[src/rtl/ysyx_22041071_axi_burst_rd.sv]
// AXI4 read master: one request -> one AR -> R beats gathered into a line -> one response.
// Latency: accept->AR 1 cycle, last beat->response 1 cycle; single outstanding, stalls on ar/r/rsp handshakes.
module ysyx_22041071_axi_burst_rd #(
  parameter int DATA_W    = 64,
  parameter int ADDR_W    = 64,
  parameter int ID_W      = 4,
  parameter int MAX_BEATS = 4
) (
  input  logic                        clk,
  input  logic                        reset_n,
  input  logic                        req_valid_i,
  output logic                        req_ready_o,
  input  logic [ADDR_W-1:0]           req_addr_i,
  input  logic [7:0]                  req_len_i,
  input  logic [2:0]                  req_size_i,
  input  logic [ID_W-1:0]             req_id_i,
  output logic                        rsp_valid_o,
  input  logic                        rsp_ready_i,
  output logic [MAX_BEATS*DATA_W-1:0] rsp_data_o,
  output logic [1:0]                  rsp_resp_o,
  output logic                        rsp_err_o,
  output logic                        ar_valid_o,
  input  logic                        ar_ready_i,
  output logic [ID_W-1:0]             ar_id_o,
  output logic [ADDR_W-1:0]           ar_addr_o,
  output logic [7:0]                  ar_len_o,
  output logic [2:0]                  ar_size_o,
  output logic [1:0]                  ar_burst_o,
  output logic [2:0]                  ar_prot_o,
  output logic [3:0]                  ar_cache_o,
  output logic                        ar_lock_o,
  input  logic                        r_valid_i,
  output logic                        r_ready_o,
  input  logic [DATA_W-1:0]           r_data_i,
  input  logic [1:0]                  r_resp_i,
  input  logic                        r_last_i,
  input  logic [ID_W-1:0]             r_id_i
);

  localparam int OFF_W = $clog2(DATA_W / 8);
  localparam int CNT_W = 9;

  localparam logic [1:0] S_IDLE = 2'd0;
  localparam logic [1:0] S_ADDR = 2'd1;
  localparam logic [1:0] S_DATA = 2'd2;
  localparam logic [1:0] S_DONE = 2'd3;

  logic [1:0]                  state_q, state_d;
  logic [ID_W-1:0]             ar_id_q, ar_id_d;
  logic [ADDR_W-1:0]           ar_addr_q, ar_addr_d;
  logic [7:0]                  ar_len_q, ar_len_d;
  logic [2:0]                  ar_size_q, ar_size_d;
  logic [OFF_W-1:0]            off_q, off_d;
  logic [MAX_BEATS*DATA_W-1:0] line_q, line_d;
  logic [1:0]                  resp_q, resp_d;
  logic                        err_q, err_d;
  logic [CNT_W-1:0]            cnt_q, cnt_d;

  logic [DATA_W-1:0] fmt_mask;
  logic [DATA_W-1:0] shifted;
  logic [DATA_W-1:0] beat_dat;

  // Single-beat reads are right-aligned and trimmed to the requested size.
  always_comb begin
    fmt_mask = '0;
    for (int i = 0; i < DATA_W; i++) begin
      fmt_mask[i] = (32'(i) < (32'd8 << ar_size_q));
    end
  end

  assign shifted  = r_data_i >> {off_q, 3'b000};
  assign beat_dat = (ar_len_q == 8'd0) ? (shifted & fmt_mask) : r_data_i;

  always_comb begin
    state_d   = state_q;
    ar_id_d   = ar_id_q;
    ar_addr_d = ar_addr_q;
    ar_len_d  = ar_len_q;
    ar_size_d = ar_size_q;
    off_d     = off_q;
    line_d    = line_q;
    resp_d    = resp_q;
    err_d     = err_q;
    cnt_d     = cnt_q;
    case (state_q)
      S_IDLE: begin
        if (req_valid_i) begin
          state_d  = S_ADDR;
          ar_id_d  = req_id_i;
          ar_len_d = req_len_i;
          off_d    = req_addr_i[OFF_W-1:0];
          if (req_len_i == 8'd0) begin
            ar_addr_d = req_addr_i & ({ADDR_W{1'b1}} << req_size_i);
            ar_size_d = req_size_i;
          end else begin
            ar_addr_d = req_addr_i & ({ADDR_W{1'b1}} << OFF_W);
            ar_size_d = 3'(OFF_W);
          end
          line_d = '0;
          resp_d = 2'd0;
          err_d  = 1'b0;
          cnt_d  = '0;
        end
      end
      S_ADDR: begin
        if (ar_ready_i) state_d = S_DATA;
      end
      S_DATA: begin
        if (r_valid_i) begin
          if (cnt_q < CNT_W'(MAX_BEATS)) begin
            for (int k = 0; k < MAX_BEATS; k++) begin
              if (cnt_q == CNT_W'(k)) line_d[k*DATA_W +: DATA_W] = beat_dat;
            end
          end else begin
            err_d = 1'b1;
          end
          if (r_resp_i > resp_q) resp_d = r_resp_i;
          if (r_id_i != ar_id_q) err_d = 1'b1;
          // Count/RLAST disagreement is flagged, but only RLAST ends the burst.
          if (r_last_i != (cnt_q == {1'b0, ar_len_q})) err_d = 1'b1;
          if (cnt_q != {CNT_W{1'b1}}) cnt_d = cnt_q + CNT_W'(1);
          if (r_last_i) state_d = S_DONE;
        end
      end
      default: begin
        if (rsp_ready_i) state_d = S_IDLE;
      end
    endcase
  end

  always_ff @(posedge clk) begin
    if (!reset_n) begin
      state_q   <= S_IDLE;
      ar_id_q   <= '0;
      ar_addr_q <= '0;
      ar_len_q  <= '0;
      ar_size_q <= '0;
      off_q     <= '0;
      line_q    <= '0;
      resp_q    <= '0;
      err_q     <= 1'b0;
      cnt_q     <= '0;
    end else begin
      state_q   <= state_d;
      ar_id_q   <= ar_id_d;
      ar_addr_q <= ar_addr_d;
      ar_len_q  <= ar_len_d;
      ar_size_q <= ar_size_d;
      off_q     <= off_d;
      line_q    <= line_d;
      resp_q    <= resp_d;
      err_q     <= err_d;
      cnt_q     <= cnt_d;
    end
  end

  assign req_ready_o = (state_q == S_IDLE);
  assign ar_valid_o  = (state_q == S_ADDR);
  assign r_ready_o   = (state_q == S_DATA);
  assign rsp_valid_o = (state_q == S_DONE);
  assign rsp_data_o  = line_q;
  assign rsp_resp_o  = resp_q;
  assign rsp_err_o   = err_q;
  assign ar_id_o     = ar_id_q;
  assign ar_addr_o   = ar_addr_q;
  assign ar_len_o    = ar_len_q;
  assign ar_size_o   = ar_size_q;
  assign ar_burst_o  = 2'b01;
  assign ar_prot_o   = 3'b000;
  assign ar_cache_o  = 4'b0000;
  assign ar_lock_o   = 1'b0;

endmodule

[config.mk]
export PLATFORM = sky130hd
export DESIGN_NAME = ysyx_22041071_axi_burst_rd
export DESIGN_NICKNAME = d
export VERILOG_FILES = /design/src/rtl/ysyx_22041071_axi_burst_rd.sv
export SDC_FILE = /design/constraint.sdc
export NUM_CORES = 1
export LEC_CHECK = 0
export CAP_MARGIN = 20
export CORE_AREA = 5 5 195 197
export DETAILED_ROUTE_END_ITERATION = 12
export DIE_AREA = 0 0 200 202
export GPL_TIMING_DRIVEN = 0
export PLACE_DENSITY_LB_ADDON = 0.12
export SYNTH_ARGS = -nofsm -noshare
export SYNTH_HDL_FRONTEND = slang
export SYNTH_SLANG_ARGS = --single-unit
[constraint.sdc]
create_clock -name clk -period 5.1 [get_ports clk]
set_clock_uncertainty 0.05 [all_clocks]
set_input_delay 0.51 -clock clk [delete_from_list [all_inputs] [get_ports clk]]
set_output_delay 0.51 -clock clk [all_outputs]
set_load 0.02 [all_outputs]
==> summary.txt, run 1 <==
Timing
  – Worst-Margin Slew: roughly 1100 ps
  – Max Freq: between 300 and 400 MHz
  – Final setup vio count: 0
  – Max-slew violations: 0
  – Final Hold Fails: 0
  – WHS: ~400 ps
  – TNS Setup: 0 ps
  – Relative slew slack: 25.8%
  – Tmin final: between 3000 and 4000 ps
  – RSZ-0062 raised after global routing: no
  – Crit share post-route: 61.8%

Run
  – Number of max-cap violations: 0

Critical path
  – Startpoint Class: flip-flop
  – Critical path class: reg -> reg
  – CP endpoint kind: flip-flop
  – Worst EP required: 5480 ps
  – CP Data Arrival Time: about 3500 ps
  – Crit path max fanout: 10

GRT
  – First-pass GRT wire length: between 90000 and 100000 um
  – Grt ovf: 0
  – Pin count of the biggest net entering global routing: 15
  – Total GRT Usage: 30.7%
  – Antenna violations before repair: 9
  – Vias in the first global route: 15300

Synth
  – Post-synthesis sequential area ratio: 45.9%
  – Synth cell types: 66
  – Top FF cell, synth: dfxtp_1
  – FFs w/ async S/R, synth: 0%
  – Post-synth EDFFs: 0
  – Synthesized area: between 15000 and 20000 um2
  – Yosys Warn Count: 0
  – Yosys reg bits: ~350
  – Mean Syn Cell Area: just under 9 um2
  – Cells after Synth: roughly 1800

Route
  – DR iter-0 viols: around 1100
  – Vias per cell: roughly 5.7
  – Routed WL: between 60000 and 70000 um
  – Remaining antenna violation count: 0
  – Drt drc: 0
  – Vias: approximately 16000
  – DR WL/cell: 23.3 um
  – TritonRoute pass-1 iters: 5

Clock tree
  – Post-CTS Hold Buffers: 0
  – Reg clk slew, reported paths: about 60 ps
  – Clock Latency Late Sink: 530 ps
  – Post-cts gate resize count: 0
  – CTS max path bufs: 3
  – Num CTS Buffers: 38
  – Clock sink count: between 300 and 400
  – Post-CTS Setup Inserts: 0
  – H-tree lvl count: 2
  – CTS Root Cell: clkbuf_16
  – CTS tree: done

Cells and area
  – Commonest non-fill, non-tap cell in the layout: clkdlybuf4s50_1
  – NumNets Final: 2473
  – Design Area, Final: 22300 um2
  – Layout cells sized above 1: about a tenth
  – Non-filler cells, final: around 2800
  – Final Util: around three fifths
  – Fill count: 3191
  – P&R area growth vs syn: 45.2%
  – Most frequent cells in the layout: clkdlybuf4s50_1, dfxtp_1, nand2_1

Place
  – DP HPWL: ~50000 um
  – Placed Area: approximately 21000 um2
  – GPL Wtd Cong: 0.957
  – Placed cells: approximately 2700
  – Port bufs: 497

Floorplan
  – I/O Pins: ~510
  – Die area: between 40000 and 50000 um2
  – Starting Density: a little over two fifths
  – Core Rows: 70
  – Die width: around 200 um
  – Die height: slightly above 200 um
  – Core region area: about 36000 um2

Run status
  – Status: finished clean

Hold path
  – Worst hold-check path type: reg -> reg

Power and ir drop
  – Leakage: roughly 7.9 nW
  – Power per cell area: 494 nW/um2
  – Worst vdd ir: 0.278 mV
-- metal layers --
metal / global-route usage (%) / part of all wire [%] / vias up
li1: - / - / 7297
met1: 37.9 / 38 / 7684
met2: 52.4 / 48 / 847
met3: 6.57 / 9.7 / 166
met4: 11.2 / 4.1 / 2
met5: 0 / 0.020 / -
-- area by class of cell --
class                      instances  area, um2  share of cell area [%]
tap                              468        586                    2.63
antenna                            9       22.5                   0.101
multi-input combinational       1231       7490                    33.6
clock buffer                      59       1200                    5.40
sequential                       352       7050                    31.6
buffer                           164        771                    3.46
clock inverter                     9        105                   0.472
timing repair buffer             497       4970                    22.3
inverter                          22       82.6                   0.371
-- cell families after synthesis --
family	after synthesis	synth area share [%]
flip-flops	352	45.9
other	2	0.0489
AO/OA/AOI/OAI	411	17.8
multiplexers	73	7.50
buffers and inverters	186	5.56
AND/OR/NAND/NOR	710	21.4
XOR/XNOR	16	0.913
adder cells (fa/ha/maj)	11	0.897
-- final timing paths --
path,startpoint,to,slack (ps),cells after the start
setup reg to reg,state_q[0]$_SDFFE_PN0P_,rsp_data_o[142]$_SDFFE_PN0P_,1950,9
setup / recovery,state_q[0]$_SDFFE_PN0P_,rsp_data_o[142]$_SDFFE_PN0P_,1950,9
hold reg to reg,rsp_data_o[87]$_SDFFE_PN0P_,rsp_data_o[87]$_SDFFE_PN0P_,400,2
hold / removal,rsp_data_o[87]$_SDFFE_PN0P_,rsp_data_o[87]$_SDFFE_PN0P_,400,2
-- flip-flops by register name, summed over array words and instances (netlist names) --
name        flops
rsp_data_o    256
rsp_resp_o      2
ar_len_o        8
ar_size_o       3
ar_id_o         4
rsp_err_o       1
cnt_q           9
off_q           3
state_q         2
ar_addr_o      64
-- critical path, cell delays in order, from the launching register on --
cell and delay, ps:
dfxtp_1 370, inv_1 90, ha_1 290, nor2b_1 200
a211o_1 260, buf_2 190, a21oi_1 530, nand2_1 450
clkbuf_1 350, o21ai_0 270
-- per-stage QoR --
| step | power [mW] | setup slack (ps) |
|---|---|---|
| finish | 11.0 | 1950 |
| detailed placement | 8.13 | 1640 |
| floorplan | 6.03 | 2910 |
| global placement | 8.06 | 1620 |
| global route | 11.5 | 1790 |
| CTS | 11.0 | 2010 |
-- cell usage after synthesis (24+ instances only) --
master / n / area [um2]
a21boi_0: 44 / 330
a21oi_1: 74 / 370
buf_2: 24 / 120
clkbuf_1: 99 / 372
dfxtp_1: 352 / 7050
mux2i_1: 25 / 250
mux4_2: 32 / 721
nand2_1: 325 / 1220
nand3_1: 283 / 1420
o21ai_0: 98 / 490
o21ai_1: 93 / 465
-- power by group --
group	switching, mW	leakage (nW)	internal [mW]	total, mW
Sequential	0.206	2.85	3.05	3.26
Clock	1.13	0.645	1.73	2.85
Combinational	3.40	4.39	1.50	4.89
(Power assumes the default switching activity.)
==> run 2, diff against run 1 <==
--- a/config.mk
+++ b/config.mk
@@ -6,9 +6,9 @@
 export NUM_CORES = 1
 export LEC_CHECK = 0
 export CAP_MARGIN = 20
-export CORE_AREA = 5 5 195 197
+export CORE_MARGIN = 5
+export CORE_UTILIZATION = 42
 export DETAILED_ROUTE_END_ITERATION = 12
-export DIE_AREA = 0 0 200 202
 export GPL_TIMING_DRIVEN = 0
 export PLACE_DENSITY_LB_ADDON = 0.12
 export SYNTH_ARGS = -nofsm -noshare
==> constraint.sdc (replaced) <==
create_clock -name clk -period 2.7 [get_ports clk]
set_clock_uncertainty 0.05 [all_clocks]
set_input_delay 0.27 -clock clk [delete_from_list [all_inputs] [get_ports clk]]
set_output_delay 0.27 -clock clk [all_outputs]
set_load 0.02 [all_outputs]
==> run 2 against run 1 <==
Compared with the run above: utilization decreased by 0.088 points; via count is 1.2% lower; register-to-register slack worse by 1900 ps; critical path depth stayed put; maximum frequency grew 19%; routed wire length increased by 0.66%; flip-flop and latch count unchanged; die area up 0.16%; power rose by 92%; clock power is 90% higher; sequential power increased by 89%; global-route usage is 0.11 points higher; critical path type unchanged.
==> summary.txt, run 2 (synthesis results as in run 1) <==
GRT
  – Pin count of the biggest net entering global routing: 14 (-1)
  – Grt ovf: 0 (unchanged)
  – Total GRT Usage: 30.8% (+0.11 points)
  – Vias in the first global route: 15600 (+2.2%)
  – First-pass GRT wire length: 96800 um (+1.4%)
  – Antenna violations before repair: 14 (+5)

Route
  – Routed WL: 66000 um (+0.66%)
  – DR WL/cell: 23.4 um (+0.55%)
  – Vias: 15800 (-1.2%)
  – TritonRoute pass-1 iters: 7 (+2)
  – Remaining antenna violation count: 0 (unchanged)
  – DR iter-0 viols: 1029 (-5.9%)
  – Drt drc: 0 (unchanged)
  – Vias per cell: 5.62 (-1.3%)

Timing
  – Crit share post-route: 97.7% (+36 points)
  – Final setup vio count: 0 (unchanged)
  – TNS Setup: 0 ps (unchanged)
  – Relative slew slack: 27.3% (+1.5 points)
  – Final Hold Fails: 0 (unchanged)
  – Worst-Margin Slew: 1080 ps (-23.0 ps)
  – WHS: 245 ps (-154 ps)
  – Tmin final: 2640 ps (-512 ps)
  – Max Freq: 379 MHz (+19%)
  – RSZ-0062 raised after global routing: yes
  – Max-slew violations: 0 (unchanged)

Clock tree
  – Post-CTS Hold Buffers: 0 (unchanged)
  – Num CTS Buffers: 39 (+2.6%)
  – CTS tree: done
  – Clock sink count: 352 (unchanged)
  – Clock Latency Late Sink: 520 ps (about the same)
  – H-tree lvl count: 2 (unchanged)
  – CTS max path bufs: 3 (unchanged)
  – Post-CTS Setup Inserts: 0 (unchanged)
  – Reg clk slew, reported paths: 60 ps (about the same)
  – CTS Root Cell: clkbuf_16

Cells and area
  – Final Util: 61.7% (-0.088 points)
  – P&R area growth vs syn: 46.0%
  – Max reg flops: 256 (unchanged)
  – Commonest non-fill, non-tap cell in the layout: clkdlybuf4s50_1
  – Non-filler cells, final: 2814 (+0.11%)
  – Most frequent cells in the layout: clkdlybuf4s50_1, dfxtp_1, nand2_1
  – Register area: 7050 um2 (unchanged)
  – Layout cells sized above 1: 11.6% (+2.1 points)
  – NumNets Final: 2474 (+0.040%)
  – Multi-input gate area: 7540 um2 (+0.72%)
  – Fill count: 3149 (-1.3%)

Floorplan
  – Die height: 201 um (-0.42%)
  – Core Rows: 70 (unchanged)
  – Die area: 40500 um2 (+0.16%)
  – Die width: 201 um (+0.58%)
  – I/O Pins: 508 (unchanged)
  – Starting Density: 42.2% (-0.31 points)
  – Core region area: 36300 um2 (+0.73%)

Place
  – Port bufs: 497 (unchanged)
  – GPL Wtd Cong: 0.932 (-2.7%)
  – DP HPWL: 51600 um (+0.51%)
  – Placed cells: 2734 (unchanged)

Critical path
  – CP Data Arrival Time: 3030 ps (-500 ps)
  – CP cell instances: inv_1 -> ha_1 -> nor2b_1 -> a211o_1 -> buf_2 -> a21oi_2 -> nand2_2 -> buf_2 -> o21ai_0
  – CP most frequent cell: buf_2
  – Startpoint Class: flip-flop
  – CP endpoint kind: flip-flop
  – R2R depth: 9 (unchanged)
  – FF-to-FF Start: state_q[0]$_SDFFE_PN0P_
  – Worst path max stage delay: 360 ps (-170 ps)
  – Critical path class: reg -> reg
  – FF-to-FF setup slack: 60 ps (-1890 ps)
  – Reg2reg end: rsp_data_o[9]$_SDFFE_PN0P_
  – Slowest cell on the critical path: dfxtp_1
  – Crit path max fanout: 10 (unchanged)
  – Worst EP required: 3090 ps (-2390 ps)

Hold path
  – Hold path cells: 3 (+1)
  – Hold EP: ar_addr_o[20]$_SDFFE_PN0P_
  – Min-Delay Startpoint: req_addr_i[20]
  – Worst hold-check path type: in -> reg

Run
  – Number of max-cap violations: 0 (unchanged)

Run status
  – Status: finished clean

Power and ir drop
  – Leakage: 8.03 nW (+1.8%)
  – Final Power: 21.1 mW (+92%)
  – Power per cell area: 942 nW/um2 (+91%)
  – Worst vdd ir: 0.558 mV (+100%)
run 2: cell types whose count changed in the layout (fill, tap and decap cells not counted), moves of 4 or more:
cell / previous run / this run
clkbuf_1: 106 / 69
clkbuf_4: 1 / 12
clkbuf_2: 1 / 29
nand2_1: 325 / 321
buf_2: 24 / 30
run 2: how the worst max path moves through the flow:
| stage | start | end |
|---|---|---|
| 2_1_floorplan | state_q[0]$_SDFFE_PN0P_ | rsp_data_o[238]$_SDFFE_PN0P_ |
| 3_3_place_gp | reset_n | ar_size_o[0]$_SDFFE_PN0P_ |
| 3_5_place_dp | reset_n | ar_size_o[0]$_SDFFE_PN0P_ |
| 4_1_cts | state_q[0]$_SDFFE_PN0P_ | rsp_data_o[143]$_SDFFE_PN0P_ |
| 5_1_grt | state_q[0]$_SDFFE_PN0P_ | rsp_data_o[26]$_SDFFE_PN0P_ |
| 6_report | state_q[0]$_SDFFE_PN0P_ | rsp_data_o[9]$_SDFFE_PN0P_ |
run 2: layer usage:
| layer | vias to the layer above | share of wire (%) | global-route usage (%) |
|---|---|---|---|
| li1 | 7306 | - | - |
| met1 | 7544 | 38 | 36.0 |
| met2 | 805 | 48 | 52.4 |
| met3 | 146 | 10 | 9.94 |
| met4 | 6 | 3.7 | 12.3 |
| met5 | - | 0.042 | 0 |
run 2: through the flow:
stage,cell area [um2],setup WS (ps)
after floorplan,15400,513
after global placement,20900,-524
after detailed placement,21000,-551
after CTS,22300,9.93
after global routing,22400,-78.8
final,22400,62.2
run 2: where the power goes:
part / internal [mW] / switching (mW)
logic: 3.07 / 6.45
registers: 5.77 / 0.394
clock network: 3.28 / 2.14
run 2: worst max-delay path: cells and delay by family, from the launching register on:
family | cells | cell delay (ps)
adder cells (fa/ha/maj) | 1 | 290
flip-flops | 1 | 360
AO/OA/AOI/OAI | 3 | 790
buffers and inverters | 3 | 600
AND/OR/NAND/NOR | 2 | 440
run 2: final cells by class:
class                   instances  area share [%]
inverters                      22           0.368
flip-flops and latches        352            31.4
clock inverters                 8           0.514
well taps                     468            2.61
multi-input cells            1231            33.7
repair buffers                497            22.2
diodes                         11           0.123
clock buffers                  61            5.27
plain buffers                 164            3.81
run 2: repair_timing:
item | CTS | global route
resized for setup | 26 | 82
endpoints found under the setup margin | 210 | 256
pin swaps | 0 | 0
